===== config.mk =====
export PLATFORM = sky130hd
export DESIGN_NAME = multi_channel_pushbutton_flat
export DESIGN_NICKNAME = d
export VERILOG_FILES = /design/src/rtl/pushbutton_pkg.sv /design/src/rtl/multi_channel_pushbutton_if.sv /design/src/rtl/pushbutton_channel.sv /design/src/rtl/multi_channel_pushbutton.sv /design/src/flat_wrapper.sv
export SDC_FILE = /design/constraint.sdc
export NUM_CORES = 1
export LEC_CHECK = 0
export BUFFER_PORTS_ARGS = -buffer_cell sky130_fd_sc_hd__buf_2
export CORE_MARGIN = 4
export CORE_UTILIZATION = 60
export CTS_BUF_LIST = sky130_fd_sc_hd__clkbuf_4
export DETAILED_ROUTE_END_ITERATION = 10
export PLACE_DENSITY_LB_ADDON = 0.2
export SYNTH_ARGS = -nofsm -noshare
export SYNTH_HDL_FRONTEND = slang
export SYNTH_SLANG_ARGS = --single-unit

===== constraint.sdc =====
create_clock -name clk_ms -period 3 [get_ports clk_ms]
set_input_delay 0 -clock clk_ms [delete_from_list [all_inputs] [get_ports clk_ms]]
set_output_delay 0 -clock clk_ms [all_outputs]
set_load 0.05 [all_outputs]

===== src/rtl/pushbutton_pkg.sv =====
// Shared types and defaults for the multi-channel pushbutton conditioner.
package pushbutton_pkg;

   // Per-channel conditioning state; the encoding is also exported on the
   // state_dbg field of the interface.
   typedef enum logic [1:0] {
      IDLE     = 2'd0,
      LOCK     = 2'd1,
      WAIT_REL = 2'd2
   } pb_state_t;

   // 50 Hz slow tick from a 50 MHz master clock.
   localparam int DIV_50HZ = 1000000;

   // Default per-channel counter width and lockout length.
   localparam int DEF_CNT_W      = 8;
   localparam int DEF_LOCK_TICKS = 10;

endpackage


===== src/rtl/multi_channel_pushbutton_if.sv =====
// Signal bundle between raw board buttons / control logic and the
// multi-channel pushbutton conditioner.
//
// There is no valid/ready handshake. btn_in, mode_long and clear_toggle are
// levels sampled on every clk_ms rising edge. press_pulse, long_press and
// tick are pulses with no back-pressure, so the consumer must sample them on
// every edge. busy and toggle_state are levels. state_dbg carries each
// channel's FSM state (pb_state_t encoding, 2 bits per channel) for
// observation only.
interface multi_channel_pushbutton_if #(
   parameter int N_CH = 4
);
   logic [N_CH-1:0]       btn_in;
   logic [N_CH-1:0]       mode_long;
   logic [N_CH-1:0]       clear_toggle;
   logic [N_CH-1:0]       press_pulse;
   logic [N_CH-1:0]       busy;
   logic [N_CH-1:0]       toggle_state;
   logic [N_CH-1:0]       long_press;
   logic                  tick;
   logic [N_CH-1:0][1:0]  state_dbg;

   // Side that owns the buttons and consumes the events.
   modport master (
      output btn_in, mode_long, clear_toggle,
      input  press_pulse, busy, toggle_state, long_press, tick, state_dbg
   );

   // The conditioner itself.
   modport slave (
      input  btn_in, mode_long, clear_toggle,
      output press_pulse, busy, toggle_state, long_press, tick, state_dbg
   );
endinterface


===== src/rtl/pushbutton_channel.sv =====
// One pushbutton channel: 2-FF synchroniser with edge detection, a
// monostable lockout counted in slow ticks, and rearm only after release.
// Optional long-press detection is built when LONG_PRESS_EN is defined;
// otherwise long_press is tied low and no hold counter exists.
module pushbutton_channel
   import pushbutton_pkg::*;
#(
   parameter int          CNT_W      = DEF_CNT_W,
   parameter int          LOCK_TICKS = DEF_LOCK_TICKS,
   parameter int unsigned LONG_TICKS = 50
) (
   input  logic       clk_ms,
   input  logic       reset_n,
   input  logic       btn_in,
   input  logic       mode_long,
   input  logic       clear_toggle,
   input  logic       tick,
   output logic       press_pulse,
   output logic       busy,
   output logic       toggle_state,
   output logic       long_press,
   output logic [1:0] state_dbg
);

   // The tick that brings lock_cnt from LOCK_LAST to LOCK_TICKS ends the lockout.
   localparam logic [CNT_W-1:0] LOCK_LAST = CNT_W'(LOCK_TICKS - 1);

   pb_state_t        state;
   logic [CNT_W-1:0] lock_cnt;
   logic             s1, s2, s3;
   logic             rise;

   // Two flops bring the button into clk_ms; the third one detects the edge.
   always_ff @(posedge clk_ms or negedge reset_n) begin
      if (!reset_n) begin
         s1 <= 1'b0;
         s2 <= 1'b0;
         s3 <= 1'b0;
      end else begin
         s1 <= btn_in;
         s2 <= s1;
         s3 <= s2;
      end
   end

   assign rise      = s2 & ~s3;
   assign state_dbg = state;

   // Accept a press, hold off for the lockout, then wait for the release.
   always_ff @(posedge clk_ms or negedge reset_n) begin
      if (!reset_n) begin
         state        <= IDLE;
         press_pulse  <= 1'b0;
         busy         <= 1'b0;
         toggle_state <= 1'b0;
         lock_cnt     <= '0;
      end else begin
         unique case (state)
            IDLE: begin
               if (rise) begin
                  state        <= LOCK;
                  press_pulse  <= 1'b1;
                  busy         <= 1'b1;
                  toggle_state <= ~toggle_state;
                  lock_cnt     <= '0;
               end
            end
            LOCK: begin
               // Single-cycle mode drops the pulse after the entry cycle;
               // long mode keeps it high until the lockout ends.
               press_pulse <= mode_long;
               if (tick) begin
                  if (lock_cnt != '1) lock_cnt <= lock_cnt + 1'b1;
                  if (lock_cnt == LOCK_LAST) begin
                     press_pulse <= 1'b0;
                     if (s2) begin
                        state <= WAIT_REL;
                     end else begin
                        state <= IDLE;
                        busy  <= 1'b0;
                     end
                  end
               end
            end
            WAIT_REL: begin
               if (!s2) begin
                  state <= IDLE;
                  busy  <= 1'b0;
               end
            end
            default: begin
               state       <= IDLE;
               busy        <= 1'b0;
               press_pulse <= 1'b0;
            end
         endcase
         // A clear beats a press accepted on the same edge.
         if (clear_toggle) toggle_state <= 1'b0;
      end
   end

`ifdef LONG_PRESS_EN
   // hold_cnt reaches LONG_LAST one tick before the LONG_TICKS-th tick.
   localparam logic [CNT_W-1:0] LONG_LAST = CNT_W'(LONG_TICKS - 1);

   logic [CNT_W-1:0] hold_cnt;

   // Count held ticks from LOCK entry; fire once when the count reaches LONG_TICKS.
   always_ff @(posedge clk_ms or negedge reset_n) begin
      if (!reset_n) begin
         hold_cnt   <= '0;
         long_press <= 1'b0;
      end else begin
         long_press <= 1'b0;
         if (state == IDLE) begin
            hold_cnt <= '0;
         end else if (tick && s2 && (hold_cnt != '1)) begin
            hold_cnt <= hold_cnt + 1'b1;
            if (hold_cnt == LONG_LAST) long_press <= 1'b1;
         end
      end
   end
`else
   // Long-press detection is not built; the output stays low.
   logic unused_long_ticks;
   assign unused_long_ticks = ^LONG_TICKS;
   assign long_press        = 1'b0;
`endif

endmodule


===== src/rtl/multi_channel_pushbutton.sv =====
// N_CH independent pushbutton conditioners sharing one free-running slow-tick
// prescaler. Define LONG_PRESS_EN to build the per-channel long-press
// detectors; without it long_press is constant 0.
// The interface instance must be built with the same N_CH as this module.
module multi_channel_pushbutton
   import pushbutton_pkg::*;
#(
   parameter int          N_CH       = 4,
   parameter int          TICK_DIV   = DIV_50HZ,
   parameter int          CNT_W      = DEF_CNT_W,
   parameter int          LOCK_TICKS = DEF_LOCK_TICKS,
   parameter int unsigned LONG_TICKS = 50
) (
   input  logic                         clk_ms,
   input  logic                         reset_n,
   multi_channel_pushbutton_if.slave    bus
);

   localparam int             PW       = (TICK_DIV > 1) ? $clog2(TICK_DIV) : 1;
   localparam logic [PW-1:0]  PRE_LAST = PW'(TICK_DIV - 1);

   logic [PW-1:0] pre_cnt;
   logic          tick;

   // Free-running prescaler; never restarted, so lockouts start at any phase.
   always_ff @(posedge clk_ms or negedge reset_n) begin
      if (!reset_n) begin
         pre_cnt <= '0;
      end else if (pre_cnt == PRE_LAST) begin
         pre_cnt <= '0;
      end else begin
         pre_cnt <= pre_cnt + 1'b1;
      end
   end

   assign tick     = (pre_cnt == PRE_LAST);
   assign bus.tick = tick;

   logic [N_CH-1:0]      press_pulse;
   logic [N_CH-1:0]      busy;
   logic [N_CH-1:0]      toggle_state;
   logic [N_CH-1:0]      long_press;
   logic [N_CH-1:0][1:0] state_dbg;

   for (genvar i = 0; i < N_CH; i++) begin : g_ch
      pushbutton_channel #(
         .CNT_W      (CNT_W),
         .LOCK_TICKS (LOCK_TICKS),
         .LONG_TICKS (LONG_TICKS)
      ) u_ch (
         .clk_ms       (clk_ms),
         .reset_n      (reset_n),
         .btn_in       (bus.btn_in[i]),
         .mode_long    (bus.mode_long[i]),
         .clear_toggle (bus.clear_toggle[i]),
         .tick         (tick),
         .press_pulse  (press_pulse[i]),
         .busy         (busy[i]),
         .toggle_state (toggle_state[i]),
         .long_press   (long_press[i]),
         .state_dbg    (state_dbg[i])
      );
   end

   assign bus.press_pulse  = press_pulse;
   assign bus.busy         = busy;
   assign bus.toggle_state = toggle_state;
   assign bus.long_press   = long_press;
   assign bus.state_dbg    = state_dbg;

endmodule


===== src/flat_wrapper.sv =====
// flat-port wrapper written by rule: the top's interface ports become plain ports
module multi_channel_pushbutton_flat import pushbutton_pkg::*;
#(
   parameter int          N_CH       = 4,
   parameter int          TICK_DIV   = DIV_50HZ,
   parameter int          CNT_W      = DEF_CNT_W,
   parameter int          LOCK_TICKS = DEF_LOCK_TICKS,
   parameter int unsigned LONG_TICKS = 50
)
  (clk_ms, reset_n, bus_btn_in, bus_mode_long, bus_clear_toggle, bus_press_pulse, bus_busy, bus_toggle_state, bus_long_press, bus_tick, bus_state_dbg);
  multi_channel_pushbutton_if #(.N_CH(N_CH)) bus_i ();
  input  logic clk_ms;
  input  logic reset_n;
  input wire logic [$bits(bus_i.btn_in)-1:0] bus_btn_in;
  input wire logic [$bits(bus_i.mode_long)-1:0] bus_mode_long;
  input wire logic [$bits(bus_i.clear_toggle)-1:0] bus_clear_toggle;
  output wire logic [$bits(bus_i.press_pulse)-1:0] bus_press_pulse;
  output wire logic [$bits(bus_i.busy)-1:0] bus_busy;
  output wire logic [$bits(bus_i.toggle_state)-1:0] bus_toggle_state;
  output wire logic [$bits(bus_i.long_press)-1:0] bus_long_press;
  output wire logic [$bits(bus_i.tick)-1:0] bus_tick;
  output wire logic [$bits(bus_i.state_dbg)-1:0] bus_state_dbg;
  assign bus_i.btn_in = bus_btn_in;
  assign bus_i.mode_long = bus_mode_long;
  assign bus_i.clear_toggle = bus_clear_toggle;
  assign bus_press_pulse = bus_i.press_pulse;
  assign bus_busy = bus_i.busy;
  assign bus_toggle_state = bus_i.toggle_state;
  assign bus_long_press = bus_i.long_press;
  assign bus_tick = bus_i.tick;
  assign bus_state_dbg = bus_i.state_dbg;
  multi_channel_pushbutton #(.N_CH(N_CH), .TICK_DIV(TICK_DIV), .CNT_W(CNT_W), .LOCK_TICKS(LOCK_TICKS), .LONG_TICKS(LONG_TICKS)) u_core (.clk_ms(clk_ms), .reset_n(reset_n), .bus(bus_i));
endmodule

After elaboration in Yosys (flattened, before gate mapping) --
Index checks and enable logic that the tools add are counted.
Storage, ports and cells: output and inout port bits 25, bits in registers 84, bits of input ports 14
Cells by class: reduce and logical (&&, ||, !) cells 36, eq/ne operators 37, bitwise gates (word level) 16, add/subtract/negate cells 5, muxes and demuxes 85
Operators with widths (number):
- 8-bit two-way mux | 12
- 8-bit one-hot mux with 2 select lines | 4
- 2-bit two-way mux | 20
- 2-bit != test (second input constant) | 20
- 1-bit two-way mux | 36
- 8-bit by 1-bit adder with 8-bit output (second input constant) | 4
- 8-bit by 4-bit == test with 1-bit output (second input constant) | 4
- 8-bit != test (second input constant) | 4
- 4-bit AND reduction | 8
- 1-bit one-hot mux with 3 select lines | 8
- 2-bit one-hot mux with 3 select lines | 4
- 2-bit nonzero test | 12
- 20-bit by 1-bit adder with 20-bit output (second input constant) | 1
- 20-bit == test (second input constant) | 1
- 20-bit two-way mux | 1
- 2-bit AND reduction | 8
- 1-bit NOT | 12
- 3-bit AND reduction | 4
- 2-bit by 1-bit == test with 1-bit output (second input constant) | 4
- 2-bit == test (second input constant) | 4
- 2-bit zero test | 4
- 1-bit AND | 4

Longest topological paths before layout --
Gate-level depths: netlist (run 1).
word-level depth 5, depth in mapped cells 8, mapped depth without buffers 7

By module --
A second synthesis (run 1) with hierarchy kept.
Unflattened totals: cell total of the unflattened synthesis 489, area, all modules 4989.8 um^2
Modules (own cells, without submodules):
- pushbutton_channel | cells each 98, seq. area each 400.4 um^2, instances 4, area each 985.9 um^2
- multi_channel_pushbutton | cells each 97, seq. area each 500.5 um^2, instances 1, area each 1046.0 um^2

Least setup slack after synthesis (run 1) --
Ideal clock, no wire load.
kind reg-to-reg, from register u_core.pre_cnt[11], to register u_core.g_ch[0].u_ch.state[0], clock period less this slack 2.459 ns, arrival 2.377 ns, slack 0.541 ns, required time 2.917 ns, path buffers 0, stages on the path, launching flop included 6, cell sequence dfrtp_1 or4_1 or4_1 o31a_1 or4b_1 o21ai_0
On the way: word-level cells in the longest chain between the ends 3
RTL lines:
- from (decl) | RTL line multi_channel_pushbutton.sv:22 | logic [PW-1:0] pre_cnt;
- from (signal assigned) | RTL line multi_channel_pushbutton.sv:32 | pre_cnt <= pre_cnt + 1'b1;
- 20-bit == test | RTL line multi_channel_pushbutton.sv:36 | assign tick = (pre_cnt == PRE_LAST);
- 2-bit != test (no source line)
- 4-bit AND reduction (no source line)
- to (signal assigned) | RTL line pushbutton_channel.sv:79 | state <= IDLE;
- to (signal assigned) | RTL line pushbutton_channel.sv:87 | state <= IDLE;
- to (signal assigned) | RTL line pushbutton_channel.sv:92 | state <= IDLE;
- to (decl) | RTL line pushbutton_channel.sv:28 | pb_state_t state;
Every way passes these cells. A chain may end at the register's enable or synchronous reset.

Worst setup path after layout (run 1) --
from register u_core.pre_cnt[10], to output port bus_tick
On the way: word-level cells in the longest chain between the ends 1
RTL lines:
- 20-bit == test | RTL line multi_channel_pushbutton.sv:36
- to (decl) | RTL line flat_wrapper.sv:21 | output wire logic [$bits(bus_i.tick)-1:0] bus_tick;
Every way passes these cells.

==> metrics.md, run 1 <==
| Metric | Value |
|---|---|
| Status | `finished, final reports clean` |
| Critical path launch point | `u_core.pre_cnt[10]` |
| VDD IR-drop max | `0.519 mV` |
| DR top layer | `met4` |
| Met2 wire length | `~4.7 mm` |
| Net Switching | `approximately 1.4 mW` |
| Chip width | `a little under 100 µm` |
| Detailed Routing Iterations Pass 1 | `5` |
| Endpoints failing hold | `0` |
| Fmax achieved | `between 300 and 400 MHz` |
| Detailed-route via count | `about 4000` |
| Mapped Cells | `511` |
| Initial antenna violation count | `0` |
| HP Class | `in -> async` |
| Antenna Diode Count | `0` |
| CP endpoint | `bus_tick` |
| WL per Instance | `14.9 µm` |
| Clk pin slew, worst setup/hold paths | `roughly 0.13 ns` |
| Worst r2r dst | `u_core.g_ch[3].u_ch.lock_cnt[5]` |
| Max incr delay on CP | `0.59 ns` |
| CTS Buf Count | `9` |
| Max-Cap Viols | `0` |
| Rel. slew slack | `52.8%` |
| Share of cells above drive strength 1 | `about an eighth` |
| Slowest-stage cell, CP | `or4_1` |
| Met3 Wirelength | `roughly 460 µm` |
| Mean Syn Cell Area | `9.37 µm²` |
| CTS Buffer Depth | `2` |
| FF+latch count, synth | `between 80 and 90` |
| Ys async rst share | `100%` |
| GP Congestion | `between 0.9 and 1` |
| CTS sink cnt | `84` |
| Sequential share of power | `~42%` |
| Die area | `around 9500 µm²` |
| Period utilization | `94.0%` |
| Register area share after synthesis | `roughly 44%` |
| Logic pwr share | `between 30 and 40%` |
| Post-route ant nets | `0` |
| Vias in the first global route | `approximately 3800` |
| Final WS setup | `around 0.18 ns` |
| Commonest non-fill, non-tap cell in the layout | `dfrtp_1` |
| Critical path cell sequence | `or4_1 -> nor4_4 -> buf_4 -> nand2_1 -> clkinv_1 -> buf_2` |
| Sw Ratio | `43.8%` |
| TNS Setup | `0 ns` |
| Unrepaired setup endpoints after global routing | `false` |
| Die height | `around 97 µm` |
| Detail Placement HPWL | `about 6.9 mm` |
| CP endpoint kind | `primary output` |
| H-tree depth | `3` |
| Floorplan core area | `approximately 7700 µm²` |
| Syn-to-layout area delta | `9.23%` |
| Buf+Inv Stages, Crit Path | `3` |
| Count of pins over their slew limit | `0` |
| CP Data Required Time | `~3.0 ns` |
| Critical path depth | `6` |
| R2R setup slack | `0.34 ns` |
| Critical Path AT | `2.82 ns` |
| Dominant synthesized flop cell | `dfrtp_1` |
| Commonest non-fill, non-tap cells in the layout | `dfrtp_1 (84), nand2_1 (39), nand3_1 (39)` |
| Total power | `3.11 mW` |
| Syn Std Cell Area | `around 4800 µm²` |
| Row count | `32` |
| Synth unique cells | `56` |
| IO Pins | `39` |
| Clock share of power | `about a fifth` |
| Gr usage total | `around 22%` |
| Global route overflow | `0` |
| Fin crit period | `~2.8 ns` |
| Synth Warn # | `0` |
| Startpoint Class | `flip-flop` |
| Clock latency on the worst-skew pair | `roughly 0.44 ns` |
| WL final | `around 9.8 mm` |
| Leak pwr | `between 2 and 2.5 nW` |
| WL met1 | `between 4 and 5 mm` |
| CP delay by family, top | `simple AND/OR/NAND/NOR gates` |
| Vias/cell | `slightly below 6` |
| IO buf count | `34` |
| Initial DRC Count | `191` |
| Final #Nets | `588` |
| EDFF count, synth | `0` |
| CP Max Fanout | `16` |
| Place WS | `between 0.3 and 0.4 ns` |
| Worst-Margin Slew | `0.707 ns` |
| CP Class | `reg -> out` |
| Reg2reg start | `u_core.pre_cnt[10]` |
| R2r worst-path depth | `6` |
| Pint | `between 1.5 and 2 mW` |
| Cell Pwr Density | `595 nW/µm²` |
| CTS tree | `yes` |
| DR DRC count | `0` |
| Final Setup Violations | `0` |
| Starting Density | `61.9%` |
| Largest net degree at the start of global routing | `between 50 and 60` |
| Global-route wire length before repair | `approximately 17 mm` |
| Setup Skew | `between 0.01 and 0.015 ns` |
| Root Buffer | `clkbuf_4` |
==> synth_stat cells (all sizes together) (3+ instances only) <==
| cell | number | area [µm²] |
|---|---|---|
| or4 | 9 | 67.6 |
| nand2b | 6 | 37.5 |
| and4 | 4 | 35.0 |
| o211ai | 3 | 22.5 |
| buf | 16 | 120 |
| ha | 25 | 313 |
| and3 | 11 | 68.8 |
| nand4 | 12 | 75.1 |
| nand2 | 39 | 146 |
| o31ai | 7 | 52.6 |
| xor2 | 8 | 70.1 |
| o221ai | 3 | 26.3 |
| nor3 | 12 | 60.1 |
| a31oi | 12 | 81.3 |
| nand3b | 5 | 37.5 |
| o21ai | 33 | 165 |
| nand3 | 39 | 195 |
| o311ai | 3 | 26.3 |
| a211oi | 6 | 45.0 |
| xnor2 | 10 | 87.6 |
| mux2i | 14 | 140 |
| dfrtp | 84 | 2100 |
| a21oi | 14 | 70.1 |
| inv | 24 | 90.1 |
| nor4 | 6 | 52.6 |
| nor2 | 38 | 143 |
| and2 | 10 | 62.6 |
| or3 | 7 | 43.8 |
| or2 | 7 | 43.8 |
| clkbuf | 14 | 52.6 |
==> metal layers <==
| layer | GRT usage, % | vias to the layer above |
|---|---|---|
| li1 | - | 1905 |
| met1 | 28.5 | 1886 |
| met2 | 36.5 | 93 |
| met3 | 5.60 | 8 |
| met4 | 4.79 | 0 |
| met5 | 0 | - |
==> kinds of logic (layout without fill, tap and decap cells) <==
family | Yosys count | after routing | synth area share, %
AND/OR/NAND/NOR | 216 | 216 | 24.4
AO/OA/AOI/OAI | 97 | 97 | 13.0
flip-flops | 84 | 84 | 43.9
buffers and inverters | 55 | 95 | 5.57
adder cells (fa/ha/maj) | 25 | 25 | 6.53
XOR/XNOR | 18 | 18 | 3.29
multiplexers | 15 | 15 | 3.16
other | 1 | 4 | 0.0783
==> what timing repair did <==
action	in CTS	in global routing
buffers inserted	0	0
hold endpoints to repair	96	0
gates resized for setup	0	0
hold buffers	13	0
==> metrics by stage <==
stage	utilization [%]	cells	instance area, µm²	hold slack [ns]
3_3_place_gp	64.4	627	4980	0.0338
5_1_grt	67.7	656	5230	0.103
2_1_floorplan	-	514	4800	-0.296
4_1_cts	67.7	656	5230	0.0965
3_5_place_dp	64.4	627	4980	0.0416
6_report	67.7	656	5230	0.0957
==> worst min-delay path: stages <==
cell and delay, ns:
dlygate4sd3_1 0.52, buf_4 0.10, buf_4 0.33
==> worst min path at each step <==
stage / startpoint / end / slack (ns) / depth (start not counted)
floorplan: reset_n / u_core.g_ch[0].u_ch.busy / -0.30 / 0
global placement: reset_n / u_core.g_ch[0].u_ch.lock_cnt[2] / 0.03 / 2
detailed placement: reset_n / u_core.g_ch[0].u_ch.lock_cnt[2] / 0.04 / 2
CTS: reset_n / u_core.g_ch[2].u_ch.lock_cnt[2] / 0.1 / 3
global route: reset_n / u_core.g_ch[0].u_ch.lock_cnt[1] / 0.10 / 3
finish: reset_n / u_core.g_ch[0].u_ch.lock_cnt[2] / 0.1 / 3
==> state kept, by name, indices dropped and copies added (netlist names) <==
name,flops
u_core.g_ch.u_ch.lock_cnt,32
u_core.pre_cnt,20
u_core.g_ch.u_ch.s1,4
u_core.g_ch.u_ch.press_pulse,4
u_core.g_ch.u_ch.s2,4
u_core.g_ch.u_ch.state_dbg,8
u_core.g_ch.u_ch.toggle_state,4
u_core.g_ch.u_ch.busy,4
u_core.g_ch.u_ch.s3,4
==> power groups by stage <==
stage	logic [mW]	clock network [mW]	registers [mW]
3_3_place_gp	1.17	0	1.33
5_1_grt	1.32	0.665	1.33
6_report	1.21	0.592	1.31
3_5_place_dp	1.19	0	1.34
2_1_floorplan	0.925	0	1.40
4_1_cts	1.21	0.613	1.31
==> final cells by class <==
type,instances,area [µm²]
inverters,25,93.8
clock buffers,11,82.6
fillers,633,2500
clock inverters,5,37.5
well taps,102,128
repair buffers,54,355
flip-flops and latches,84,2100
multi-input cells,375,2430
Note: power is estimated with default switching activity, not from simulation.
==> run 2, diff against run 1 <==
- BUFFER_PORTS_ARGS: -buffer_cell sky130_fd_sc_hd__buf_2 -> -buffer_cell sky130_fd_sc_hd__clkbuf_2
- PLACE_DENSITY: unset -> 0.83
- PLACE_DENSITY_LB_ADDON: 0.2 -> unset
- SKIP_CTS_REPAIR_TIMING: unset -> 1
==> run 2 against run 1 <==
Net effect: sequential share of layout area shrank 0.28 points; clock skew grew 0.013 ns; first-iteration DRC count grew 12%; via count grew 1.3%; routed wire length grew 2.3%; critical path type unchanged; critical endpoint unchanged; largest cell class unchanged.
==> metrics.md, run 2 (synthesized netlist as in run 1, its figures left out) <==
| Metric | Value |
|---|---|
| Final #Nets | `587 (was 588)` |
| Reg with most FFs | `u_core.g_ch.u_ch.lock_cnt (unchanged)` |
| Detail Placement HPWL | `6.83 mm (was 6.90 mm)` |
| Vias/cell | `6.02 (was 5.93)` |
| Initial DRC Count | `213 (was 191)` |
| Detailed Routing Iterations Pass 1 | `4 (was 5)` |
| Clock latency on the worst-skew pair | `0.45 ns (was 0.44 ns)` |
| Leak pwr | `2.37 nW (was 2.36 nW)` |
| Floorplan core area | `7730 µm² (unchanged)` |
| HP Class | `in -> reg (was in -> async)` |
| CTS sink cnt | `84 (unchanged)` |
| Max-Cap Viols | `0 (unchanged)` |
| Count of pins over their slew limit | `0 (unchanged)` |
| Largest net degree at the start of global routing | `85 (was 56)` |
| Root Buffer | `clkbuf_4 (unchanged)` |
| CP endpoint kind | `primary output (unchanged)` |
| IO Pins | `39 (unchanged)` |
| Vias in the first global route | `3744 (was 3768)` |
| CP Max Fanout | `10 (was 16)` |
| GP Congestion | `0.908 (was 0.912)` |
| Antenna Diode Count | `0 (unchanged)` |
| CP Data Required Time | `3.00 ns (about the same)` |
| DR DRC count | `0 (unchanged)` |
| Final std cells w/o fill | `655 (was 656)` |
| Period utilization | `94.0% (about the same)` |
| CP Class | `reg -> out (unchanged)` |
| CTS tree | `yes (unchanged)` |
| Setup Skew | `0.0258 ns (was 0.0129 ns)` |
| WL per Instance | `15.2 µm (was 14.9 µm)` |
| Share of cells above drive strength 1 | `11.4% (was 11.7%)` |
| VDD IR-drop max | `0.417 mV (was 0.519 mV)` |
| Critical Path AT | `2.82 ns (about the same)` |
| H-tree depth | `3 (unchanged)` |
| Starting Density | `61.9% (unchanged)` |
| Largest register FFs | `32 (unchanged)` |
| Clk pin slew, worst setup/hold paths | `0.15 ns (was 0.13 ns)` |
| Total power | `3.25 mW (was 3.11 mW)` |
| Syn-to-layout area delta | `9.98% (was 9.23%)` |
| Rel. slew slack | `30.5% (was 52.8%)` |
| Row count | `32 (unchanged)` |
| Post-route ant nets | `0 (unchanged)` |
| Final Setup Violations | `0 (unchanged)` |
| Die height | `97.3 µm (unchanged)` |
| Gr usage total | `21.2% (was 21.7%)` |
| Initial antenna violation count | `0 (unchanged)` |
| Cell Pwr Density | `618 nW/µm² (was 595 nW/µm²)` |
| Commonest non-fill, non-tap cells in the layout | `dfrtp_1 (84), nand2_1 (39), nand3_1 (39) (unchanged)` |
| Worst-Margin Slew | `1.04 ns (was 0.707 ns)` |
| Detailed-route via count | `3943 (was 3892)` |
| Status | `finished, final reports clean (unchanged)` |
| Fmax achieved | `355 MHz (about the same)` |
| CTS Buffer Depth | `2 (unchanged)` |
| IO buf count | `34 (unchanged)` |
| Die area | `9470 µm² (unchanged)` |
| Placed cells | `624 (was 627)` |
| WL final | `9.98 mm (was 9.75 mm)` |
| Endpoints failing hold | `0 (unchanged)` |
| Commonest non-fill, non-tap cell in the layout | `dfrtp_1 (unchanged)` |
| Chip width | `97.3 µm (unchanged)` |
| Fin crit period | `2.82 ns (about the same)` |
| Global-route wire length before repair | `17.0 mm (was 17.3 mm)` |
| CTS Buf Count | `9 (unchanged)` |
| Global route overflow | `0 (unchanged)` |
| Startpoint Class | `flip-flop (unchanged)` |
[run 2: cell count changes in the layout (fill, tap and decap cells not counted)]
cell,previous run,this run
clkinvlp_4,2,1
buf_2,33,0
buf_4,8,7
clkbuf_4,11,10
clkinv_1,1,2
bufinv_16,0,2
clkbuf_2,0,32
[run 2: report_power, final]
part	switching, mW	internal, mW	leakage (nW)
combinational	0.882	0.323	1.18
sequential	0.0815	1.23	1.10
clock	0.401	0.336	0.0854
[run 2: per-stage QoR]
| step | instance area [µm²] | TNS [ns] | hold WS, ns | utilization [%] | worst slack [ns] |
|---|---|---|---|---|---|
| CTS | 5110 | 0 | -0.363 | 66.2 | 0.0701 |
| global placement | 4960 | 0 | 0.110 | 64.1 | 0.402 |
| detailed placement | 4960 | 0 | 0.110 | 64.1 | 0.293 |
| finish | 5270 | 0 | 0.195 | 68.1 | 0.181 |
| floorplan | 4800 | 0 | -0.296 | - | 0.541 |
| global route | 5270 | -0.000820 | 0.198 | 68.1 | -0.000820 |
[run 2: cell type report]
class | count | area (µm²)
Clock inverter | 7 | 90.1
Fill cell | 615 | 2460
Inverter | 25 | 97.6
Multi-Input combinational cell | 375 | 2430
Clock buffer | 9 | 67.6
Timing Repair Buffer | 53 | 350
Tap cell | 102 | 128
Sequential cell | 84 | 2100
[run 2: per-layer routing]
layer	track usage, %	vias up	share of wire, %	wire length [µm]
met5	0	-	0	0
met2	34.1	102	49	4870
li1	-	1913	-	-
met4	9.58	0	2.6	255
met1	28.5	1905	45	4450
met3	3.09	23	4.0	404
[run 2: path summary, 6_finish.rpt]
check                                                   end  slack [ns]                   start  cells past startpoint
hold reg to reg                      u_core.g_ch[0].u_ch.s2        0.37  u_core.g_ch[0].u_ch.s1                      0
min in group asynchronous  u_core.g_ch[0].u_ch.toggle_state        0.25                 reset_n                      2
max in group asynchronous                 u_core.pre_cnt[3]        2.06                 reset_n                      2
setup reg to reg            u_core.g_ch[3].u_ch.lock_cnt[7]        0.25       u_core.pre_cnt[7]                      6
hold / removal                       u_core.g_ch[3].u_ch.s1        0.20           bus_btn_in[3]                      2
setup / recovery                                   bus_tick        0.18       u_core.pre_cnt[7]                      6
[run 2: worst max-delay path: stages (launching register included)]
cell and delay [ns]:
dfrtp_1 0.45, or4b_1 0.62, nor4_4 0.36, buf_4 0.24, nand2_1 0.21, clkinvlp_4 0.22, clkbuf_4 0.25
